===== src/rtl/mem_arbiter_if.sv =====
// Request/response and RAM-side signals shared between the CPU ports, the arbiter and the RAM.
// slave is the arbiter's view; master is the CPU-plus-RAM environment's view.
interface mem_arbiter_if #(
  parameter int unsigned ADDR_W = 16,
  parameter int unsigned DATA_W = 16
);
  logic              if_req;
  logic [ADDR_W-1:0] if_addr;
  logic              if_gnt;
  logic              if_valid;
  logic [DATA_W-1:0] if_rdata;

  logic              d_req;
  logic              d_we;
  logic [ADDR_W-1:0] d_addr;
  logic [DATA_W-1:0] d_wdata;
  logic              d_gnt;
  logic              d_valid;
  logic [DATA_W-1:0] d_rdata;

  logic [ADDR_W-1:0] ram_addr;
  logic              ram_we;
  logic [DATA_W-1:0] ram_wdata;
  logic [DATA_W-1:0] ram_rdata;

  modport slave (
    input  if_req, if_addr, d_req, d_we, d_addr, d_wdata, ram_rdata,
    output if_gnt, if_valid, if_rdata, d_gnt, d_valid, d_rdata,
           ram_addr, ram_we, ram_wdata
  );

  modport master (
    output if_req, if_addr, d_req, d_we, d_addr, d_wdata, ram_rdata,
    input  if_gnt, if_valid, if_rdata, d_gnt, d_valid, d_rdata,
           ram_addr, ram_we, ram_wdata
  );
endinterface


===== src/rtl/mem_arbiter.sv =====
// Shares one single-port synchronous RAM between the instruction-fetch and load/store ports.
// Data has priority; fetch is forced through after STARVE_LIMIT consecutive conflict losses.
module mem_arbiter #(
  parameter int unsigned ADDR_W       = 16,
  parameter int unsigned DATA_W       = 16,
  parameter int unsigned STARVE_LIMIT = 3
) (
  input  logic              clk,
  input  logic              rst,
  mem_arbiter_if.slave      bus,
  output logic              cpu_stall,
  output logic [15:0]       conflict_cnt
);

  localparam int unsigned STARVE_W = $clog2(STARVE_LIMIT + 1);

  typedef enum logic [1:0] {
    RESP_NONE = 2'd0,
    RESP_IF   = 2'd1,
    RESP_LD   = 2'd2,
    RESP_ST   = 2'd3
  } resp_e;

  resp_e               resp_q;
  resp_e               resp_d;
  logic [STARVE_W-1:0] starve_q;
  logic [DATA_W-1:0]   if_rdata_q;
  logic [DATA_W-1:0]   d_rdata_q;
  logic                conflict;
  logic                starve_full;
  logic                if_gnt_c;
  logic                d_gnt_c;

  assign conflict    = bus.if_req & bus.d_req;
  assign starve_full = (starve_q == STARVE_W'(STARVE_LIMIT));
  assign if_gnt_c    = ~rst & bus.if_req & (~bus.d_req | starve_full);
  assign d_gnt_c     = ~rst & bus.d_req & ~if_gnt_c;

  // Response-source register: remembers who owns the RAM read data next cycle.
  always_ff @(posedge clk) begin
    if (rst) begin
      resp_q <= RESP_NONE;
    end else begin
      resp_q <= resp_d;
    end
  end

  always_comb begin
    resp_d = RESP_NONE;
    if (if_gnt_c) begin
      resp_d = RESP_IF;
    end else if (d_gnt_c) begin
      resp_d = bus.d_we ? RESP_ST : RESP_LD;
    end
  end

  // Grants and RAM drive follow the winner; responses forward RAM data in the valid cycle.
  always_comb begin
    bus.if_gnt    = if_gnt_c;
    bus.d_gnt     = d_gnt_c;
    bus.ram_we    = d_gnt_c & bus.d_we;
    bus.ram_addr  = ADDR_W'(0);
    bus.ram_wdata = DATA_W'(0);
    bus.if_valid  = 1'b0;
    bus.d_valid   = 1'b0;
    bus.if_rdata  = if_rdata_q;
    bus.d_rdata   = d_rdata_q;
    cpu_stall     = ~rst & ((bus.if_req & ~if_gnt_c) | (bus.d_req & ~d_gnt_c));
    if (if_gnt_c) begin
      bus.ram_addr = bus.if_addr;
    end else if (d_gnt_c) begin
      bus.ram_addr  = bus.d_addr;
      bus.ram_wdata = bus.d_wdata;
    end
    if (rst) begin
      bus.if_rdata = DATA_W'(0);
      bus.d_rdata  = DATA_W'(0);
    end else begin
      case (resp_q)
        RESP_IF: begin
          bus.if_valid = 1'b1;
          bus.if_rdata = bus.ram_rdata;
        end
        RESP_LD: begin
          bus.d_valid = 1'b1;
          bus.d_rdata = bus.ram_rdata;
        end
        RESP_ST: bus.d_valid = 1'b1;
        default: ;
      endcase
    end
  end

  // Starvation and conflict counters plus the held read data.
  always_ff @(posedge clk) begin
    if (rst) begin
      starve_q     <= '0;
      conflict_cnt <= '0;
      if_rdata_q   <= '0;
      d_rdata_q    <= '0;
    end else begin
      if (conflict && d_gnt_c) begin
        starve_q <= starve_q + STARVE_W'(1);
      end else begin
        starve_q <= '0;
      end
      if (conflict && (conflict_cnt != 16'hFFFF)) begin
        conflict_cnt <= conflict_cnt + 16'd1;
      end
      if (resp_q == RESP_IF) begin
        if_rdata_q <= bus.ram_rdata;
      end
      if (resp_q == RESP_LD) begin
        d_rdata_q <= bus.ram_rdata;
      end
    end
  end

endmodule


===== src/flat_wrapper.sv =====
// flat-port wrapper written by rule: the top's interface ports become plain ports
module mem_arbiter_flat 
#(
  parameter int unsigned ADDR_W       = 16,
  parameter int unsigned DATA_W       = 16,
  parameter int unsigned STARVE_LIMIT = 3
)
  (clk, rst, cpu_stall, conflict_cnt, bus_if_req, bus_if_addr, bus_d_req, bus_d_we, bus_d_addr, bus_d_wdata, bus_ram_rdata, bus_if_gnt, bus_if_valid, bus_if_rdata, bus_d_gnt, bus_d_valid, bus_d_rdata, bus_ram_addr, bus_ram_we, bus_ram_wdata);
  mem_arbiter_if #(.ADDR_W(ADDR_W), .DATA_W(DATA_W)) bus_i ();
  input  logic clk;
  input  logic rst;
  output logic cpu_stall;
  output logic [15:0] conflict_cnt;
  input wire logic [$bits(bus_i.if_req)-1:0] bus_if_req;
  input wire logic [$bits(bus_i.if_addr)-1:0] bus_if_addr;
  input wire logic [$bits(bus_i.d_req)-1:0] bus_d_req;
  input wire logic [$bits(bus_i.d_we)-1:0] bus_d_we;
  input wire logic [$bits(bus_i.d_addr)-1:0] bus_d_addr;
  input wire logic [$bits(bus_i.d_wdata)-1:0] bus_d_wdata;
  input wire logic [$bits(bus_i.ram_rdata)-1:0] bus_ram_rdata;
  output wire logic [$bits(bus_i.if_gnt)-1:0] bus_if_gnt;
  output wire logic [$bits(bus_i.if_valid)-1:0] bus_if_valid;
  output wire logic [$bits(bus_i.if_rdata)-1:0] bus_if_rdata;
  output wire logic [$bits(bus_i.d_gnt)-1:0] bus_d_gnt;
  output wire logic [$bits(bus_i.d_valid)-1:0] bus_d_valid;
  output wire logic [$bits(bus_i.d_rdata)-1:0] bus_d_rdata;
  output wire logic [$bits(bus_i.ram_addr)-1:0] bus_ram_addr;
  output wire logic [$bits(bus_i.ram_we)-1:0] bus_ram_we;
  output wire logic [$bits(bus_i.ram_wdata)-1:0] bus_ram_wdata;
  assign bus_i.if_req = bus_if_req;
  assign bus_i.if_addr = bus_if_addr;
  assign bus_i.d_req = bus_d_req;
  assign bus_i.d_we = bus_d_we;
  assign bus_i.d_addr = bus_d_addr;
  assign bus_i.d_wdata = bus_d_wdata;
  assign bus_i.ram_rdata = bus_ram_rdata;
  assign bus_if_gnt = bus_i.if_gnt;
  assign bus_if_valid = bus_i.if_valid;
  assign bus_if_rdata = bus_i.if_rdata;
  assign bus_d_gnt = bus_i.d_gnt;
  assign bus_d_valid = bus_i.d_valid;
  assign bus_d_rdata = bus_i.d_rdata;
  assign bus_ram_addr = bus_i.ram_addr;
  assign bus_ram_we = bus_i.ram_we;
  assign bus_ram_wdata = bus_i.ram_wdata;
  mem_arbiter #(.ADDR_W(ADDR_W), .DATA_W(DATA_W), .STARVE_LIMIT(STARVE_LIMIT)) u_core (.clk(clk), .rst(rst), .bus(bus_i), .cpu_stall(cpu_stall), .conflict_cnt(conflict_cnt));
endmodule

===== config.mk =====
export PLATFORM = sky130hd
export DESIGN_NAME = mem_arbiter_flat
export DESIGN_NICKNAME = d
export VERILOG_FILES = /design/src/rtl/mem_arbiter_if.sv /design/src/rtl/mem_arbiter.sv /design/src/flat_wrapper.sv
export SDC_FILE = /design/constraint.sdc
export NUM_CORES = 1
export LEC_CHECK = 0
export CORE_ASPECT_RATIO = 1.4
export CORE_MARGIN = 2
export CORE_UTILIZATION = 34
export CTS_BUF_LIST = sky130_fd_sc_hd__clkbuf_8
export DETAILED_ROUTE_END_ITERATION = 10
export PLACE_DENSITY_LB_ADDON = 0.08
export SLEW_MARGIN = 20
export SYNTH_ARGS = -nofsm -noshare
export SYNTH_HDL_FRONTEND = slang
export SYNTH_SLANG_ARGS = --single-unit

===== constraint.sdc =====
create_clock -name clk -period 2.05 [get_ports clk]
set_clock_uncertainty 0.05 [all_clocks]
set_input_delay 0.5125 -clock clk [delete_from_list [all_inputs] [get_ports clk]]
set_output_delay 0.5125 -clock clk [all_outputs]
set_load 0.03 [all_outputs]

## Word-level counts from Yosys, hierarchy flattened

Index checks and enable logic that the tools add are counted.

- Register bits: 52
- Output and inout port bits: 86
- Input port bits: 69
- Logic and storage cells: 49

- Mux-type cells: 15
- Reductions and logical operators: 5
- $add $sub $neg: 2
- Equal/unequal tests: 5
- Bitwise logic cells: 16

Operators with widths:

| cell | number |
|---|---|
| two-way mux 16 bit | 8 |
| adder 16 x 1 -> 16 bit, second input constant | 1 |
| != test 16 bit, second input constant | 1 |
| AND 1 bit | 9 |
| two-way mux 1 bit | 7 |
| == test 2 bit, second input constant | 3 |
| inverter 1 bit | 5 |
| OR reduction 2 bit | 2 |
| OR reduction 3 bit | 1 |
| adder 2 x 1 -> 2 bit, second input constant | 1 |
| == test 2 x 1 -> 1 bit, second input constant | 1 |
| logical AND 1 bit | 2 |
| bitwise OR 1 bit | 2 |

## Depth between registers and ports, before layout

- Depth after elaboration: 9
- Mapped depth: 6
- Gate-level depth less buffers: 5

## Worst setup path before layout

Ideal clock, no wire load.

- Kind: in2out
- From: input port bus_d_req
- To: output port bus_ram_addr[10]
- Setup slack: -0.392 ns
- Path buffers: 2
- Cell stages on the path: 5
- Arrival: 1.880 ns
- Data required time: 1.487 ns
- Path through: inv_1 > o211a_1 > clkbuf_1 > buf_1 > a22o_1

- Cells in the longest elaborated chain, start to end: 7
- Elaborated cells between the ends (all ways): 8
- Classes of those cells: mux (2); bitwise (6)

Ends and longest elaborated chain:

| item | RTL line | text |
|---|---|---|
| from (decl) | flat_wrapper.sv:16 | `input wire logic [$bits(bus_i.d_req)-1:0] bus_d_req;` |
| inverter 1 bit (*) | mem_arbiter.sv:36 | `assign if_gnt_c = ~rst & bus.if_req & (~bus.d_req \| starve_full);` |
| bitwise OR 1 bit (*) | mem_arbiter.sv:36 |  |
| AND 1 bit (*) | mem_arbiter.sv:36 |  |
| named net bus_if_gnt | flat_wrapper.sv:21 | `output wire logic [$bits(bus_i.if_gnt)-1:0] bus_if_gnt;` |
| inverter 1 bit | mem_arbiter.sv:37 | `assign d_gnt_c = ~rst & bus.d_req & ~if_gnt_c;` |
| AND 1 bit | mem_arbiter.sv:37 |  |
| two-way mux 16 bit | mem_arbiter.sv:71 | `end else if (d_gnt_c) begin` |
| two-way mux 16 bit (*) | mem_arbiter.sv:69 | `if (if_gnt_c) begin` |
| to (decl) | flat_wrapper.sv:27 | `output wire logic [$bits(bus_i.ram_addr)-1:0] bus_ram_addr;` |

Mark *: on every way through the listed nets, which the timed path passes. The rest lies on a longest branch.

## Worst setup path after layout

- From: register u_core.starve_q[0]
- To: output port bus_ram_addr[12]

- Cells in the longest elaborated chain, start to end: 7

Ends and longest elaborated chain:

| item | RTL line | text |
|---|---|---|
| from (decl) | mem_arbiter.sv:26 | `logic [STARVE_W-1:0] starve_q;` |
| from (signal assigned) | mem_arbiter.sv:103 | `starve_q <= starve_q + STARVE_W'(1);` |
| == test 2 bit (*) | mem_arbiter.sv:35 | `assign starve_full = (starve_q == STARVE_W'(STARVE_LIMIT));` |
| bitwise OR 1 bit (*) | mem_arbiter.sv:36 |  |
| AND 1 bit (*) | mem_arbiter.sv:36 |  |
| inverter 1 bit | mem_arbiter.sv:37 |  |
| AND 1 bit | mem_arbiter.sv:37 |  |
| two-way mux 16 bit | mem_arbiter.sv:71 |  |
| two-way mux 16 bit (*) | mem_arbiter.sv:69 |  |

Every way passes the cells marked *; elsewhere a longest branch is shown, timed or not.

==> qor.txt <==
Tmin final -> 2200 ps
vias in the first global route -> 2679
syn_area_per_cell -> 8.21 um2
Slowest-stage cell, CP -> dfxtp_2
pwr/cell area -> 502 nW/um2
core footprint -> 6940 um2
largest net degree at the start of global routing -> 55
cts hold-fix bufs -> 0
worst path cell trace -> ha_4 -> o211a_4 -> clkbuf_16 -> a22o_4 -> buf_6
DIE AREA -> 7800 um2
GR Util All Layers -> 21.4%
number of fill cells in the layout -> 521
final worst path period share -> 107%
CP peak stage delay -> 340 ps
fmax -> 0.454 GHz
first-pass GRT wire length -> 13200 um
Longest Clk Path Bufs -> 2
vias post-DR -> 2829
Area growth, synth to finish -> 111%
yosys warns -> 0
Die X -> 75.2 um
CTS tree -> done
Cells after Synth -> 294
starting density of the core -> 34.8%
status -> complete, but fails checks
initial antenna violation count -> 0
Max Slew Vio Count -> 0
Mapped Nets -> 365
WL final -> 9200 um
row count -> 36
Post-DP Area -> 4120 um2
Initial DRC Count -> 78
worst-margin pin slew -> 452 ps
predominant post-synthesis flop cell -> dfxtp_1
IR drop worst, VDD -> 360 uV
wire length per cell -> 16.3 um
FF-to-FF setup slack -> 180 ps
top cells by area, synth -> dfxtp_1, nand2_1, a21oi_1
Post-synth EDFFs -> 0
clock edge transition at the registers on the reported setup and hold paths -> 80 ps
Max-Cap Viols -> 0
critical path class -> reg2out
Setup crit end kind -> primary output
sequential share of the synthesized area -> 43.1%
Post-Layout Cell Count -> 564
Post-Syn Area -> 2410 um2
setup TNS -> -4310 ps
top cell type by total area after synthesis -> dfxtp_1
Die Height -> 104 um
cts bufs inserted -> 5
# diodes -> 0
Detail Placement HPWL -> 6000 um
Worst Hold Class -> reg2reg
Port Buffers -> 154
Tot Pwr -> 2550 uW
Yosys top cell area share -> 43.1%
H-Tree Depth -> 2
unrepaired setup endpoints after global routing -> true
Pre-antenna DRT Iters -> 4
grt ovf -> 0
slew margin rel. -> 69.4%
Final Instance Area -> 5080 um2
final hold violation count -> 0
dpl cells -> 540
Final WS setup -> -151 ps
failing checks -> setup timing
Arr. time, crit path -> 1640 ps
clk sinks -> 52
worst hold slack -> 384 ps
Netlist cell types -> 38
FFs w/ async S/R, synth -> 0%
number of remaining DRC errors -> 0
Worst-Skew Late Latency -> 310 ps
Net count, final -> 539
Worst setup SP type -> flip-flop
Via density -> 5.02
routability cong. -> 0.863
Synth Register Bits -> 52
layout cells sized above 1 -> 45.4%
Worst Path Required -> 1490 ps
final setup fails -> 38
Commonest cells post-synth -> nand2_1, dfxtp_1, a21oi_1
Post-DRT Antenna Nets -> 0
Max FO, Critical Path -> 4
Lkg Pwr -> 0.00220 uW
root buf cell -> clkbuf_8
I/O pin count -> 155
top-count cell post-synth -> nand2_1
-- final cells by class --
type	count	area, um2	share of cell area [%]
clock buffer	5	68.8	1.35
clock inverter	3	42.5	0.837
inverter	3	11.3	0.222
multi-input combinational	217	1700	33.4
sequential	52	1050	20.7
tap	95	119	2.34
timing repair buffer	189	2090	41.1
-- cells by family (layout without fill, tap and decap cells) --
logic type	after synthesis	in the layout	synth area share [%]
buf+inv	25	200	4.30
compound gates	74	74	19.6
simple gates	136	136	29.7
xor+xnor	1	1	0.363
mux	4	4	1.81
flops	52	52	43.1
fa+ha+maj	2	2	1.04
-- repair_timing --
action	in CTS	in global routing
pin swaps	10	40
buffers inserted	2	6
resized for setup	68	109
setup endpoints to repair	71	71
cloned	2	7
-- flip-flops by register name, indices dropped and copies added (netlist names) --
register / flops
u_core.conflict_cnt: 16
u_core.d_rdata_q: 16
u_core.if_rdata_q: 16
u_core.resp_q: 2
u_core.starve_q: 2
-- path summary, 6_finish.rpt --
check	startpoint	to	cells past startpoint
worst max-delay path	u_core.starve_q[0]	bus_ram_addr[12]	5
worst min-delay path	u_core.starve_q[0]	u_core.starve_q[0]	1
worst max register to register	u_core.conflict_cnt[0]	u_core.conflict_cnt[12]	5
worst min register to register	u_core.starve_q[0]	u_core.starve_q[0]	1
-- layer usage --
layer,part of all wire (%),GRT usage (%),vias to the layer above
met3,8.0,8.07,20
met5,0,0,-
met2,53,36.9,104
li1,-,-,1375
met4,2.8,5.64,0
met1,36,24.1,1330
-- worst max-delay path, delay by kind of cell, from the launching register on --
| kind | cells | cell delay [ps] |
|---|---|---|
| fa+ha+maj | 1 | 170 |
| compound gates | 2 | 520 |
| buf+inv | 2 | 300 |
| flops | 1 | 340 |
-- where the power goes --
group	internal [uW]	switching (uW)	total, uW	leakage (uW)
clock	365	354	719	0.0000599
combinational	398	374	772	0.00172
sequential	1040	16.5	1060	0.000426
total	1810	745	2550	0.00220
-- per-stage QoR --
| stage | setup WS [ps] | util (%) |
|---|---|---|
| floorplan | -40.3 | - |
| global placement | -414 | 59.4 |
| detailed placement | -434 | 59.4 |
| CTS | -155 | 64.7 |
| global route | -188 | 73.3 |
| finish | -151 | 73.3 |
-- placed cells by master, fill, tap and decap left out, drive strengths merged, types with 5 or more instances in the layout --
master           n
clkbuf          10
a21oi           42
dlymetal6s2s     9
dfxtp           52
o31ai            5
nor2             9
and2            18
clkdlybuf4s50   67
nand2           70
nand4            6
inv              5
a22o            16
or4              6
buf            101
nor2b            6
dlygate4sd2      5
Note: power is estimated with default switching activity, not from simulation.
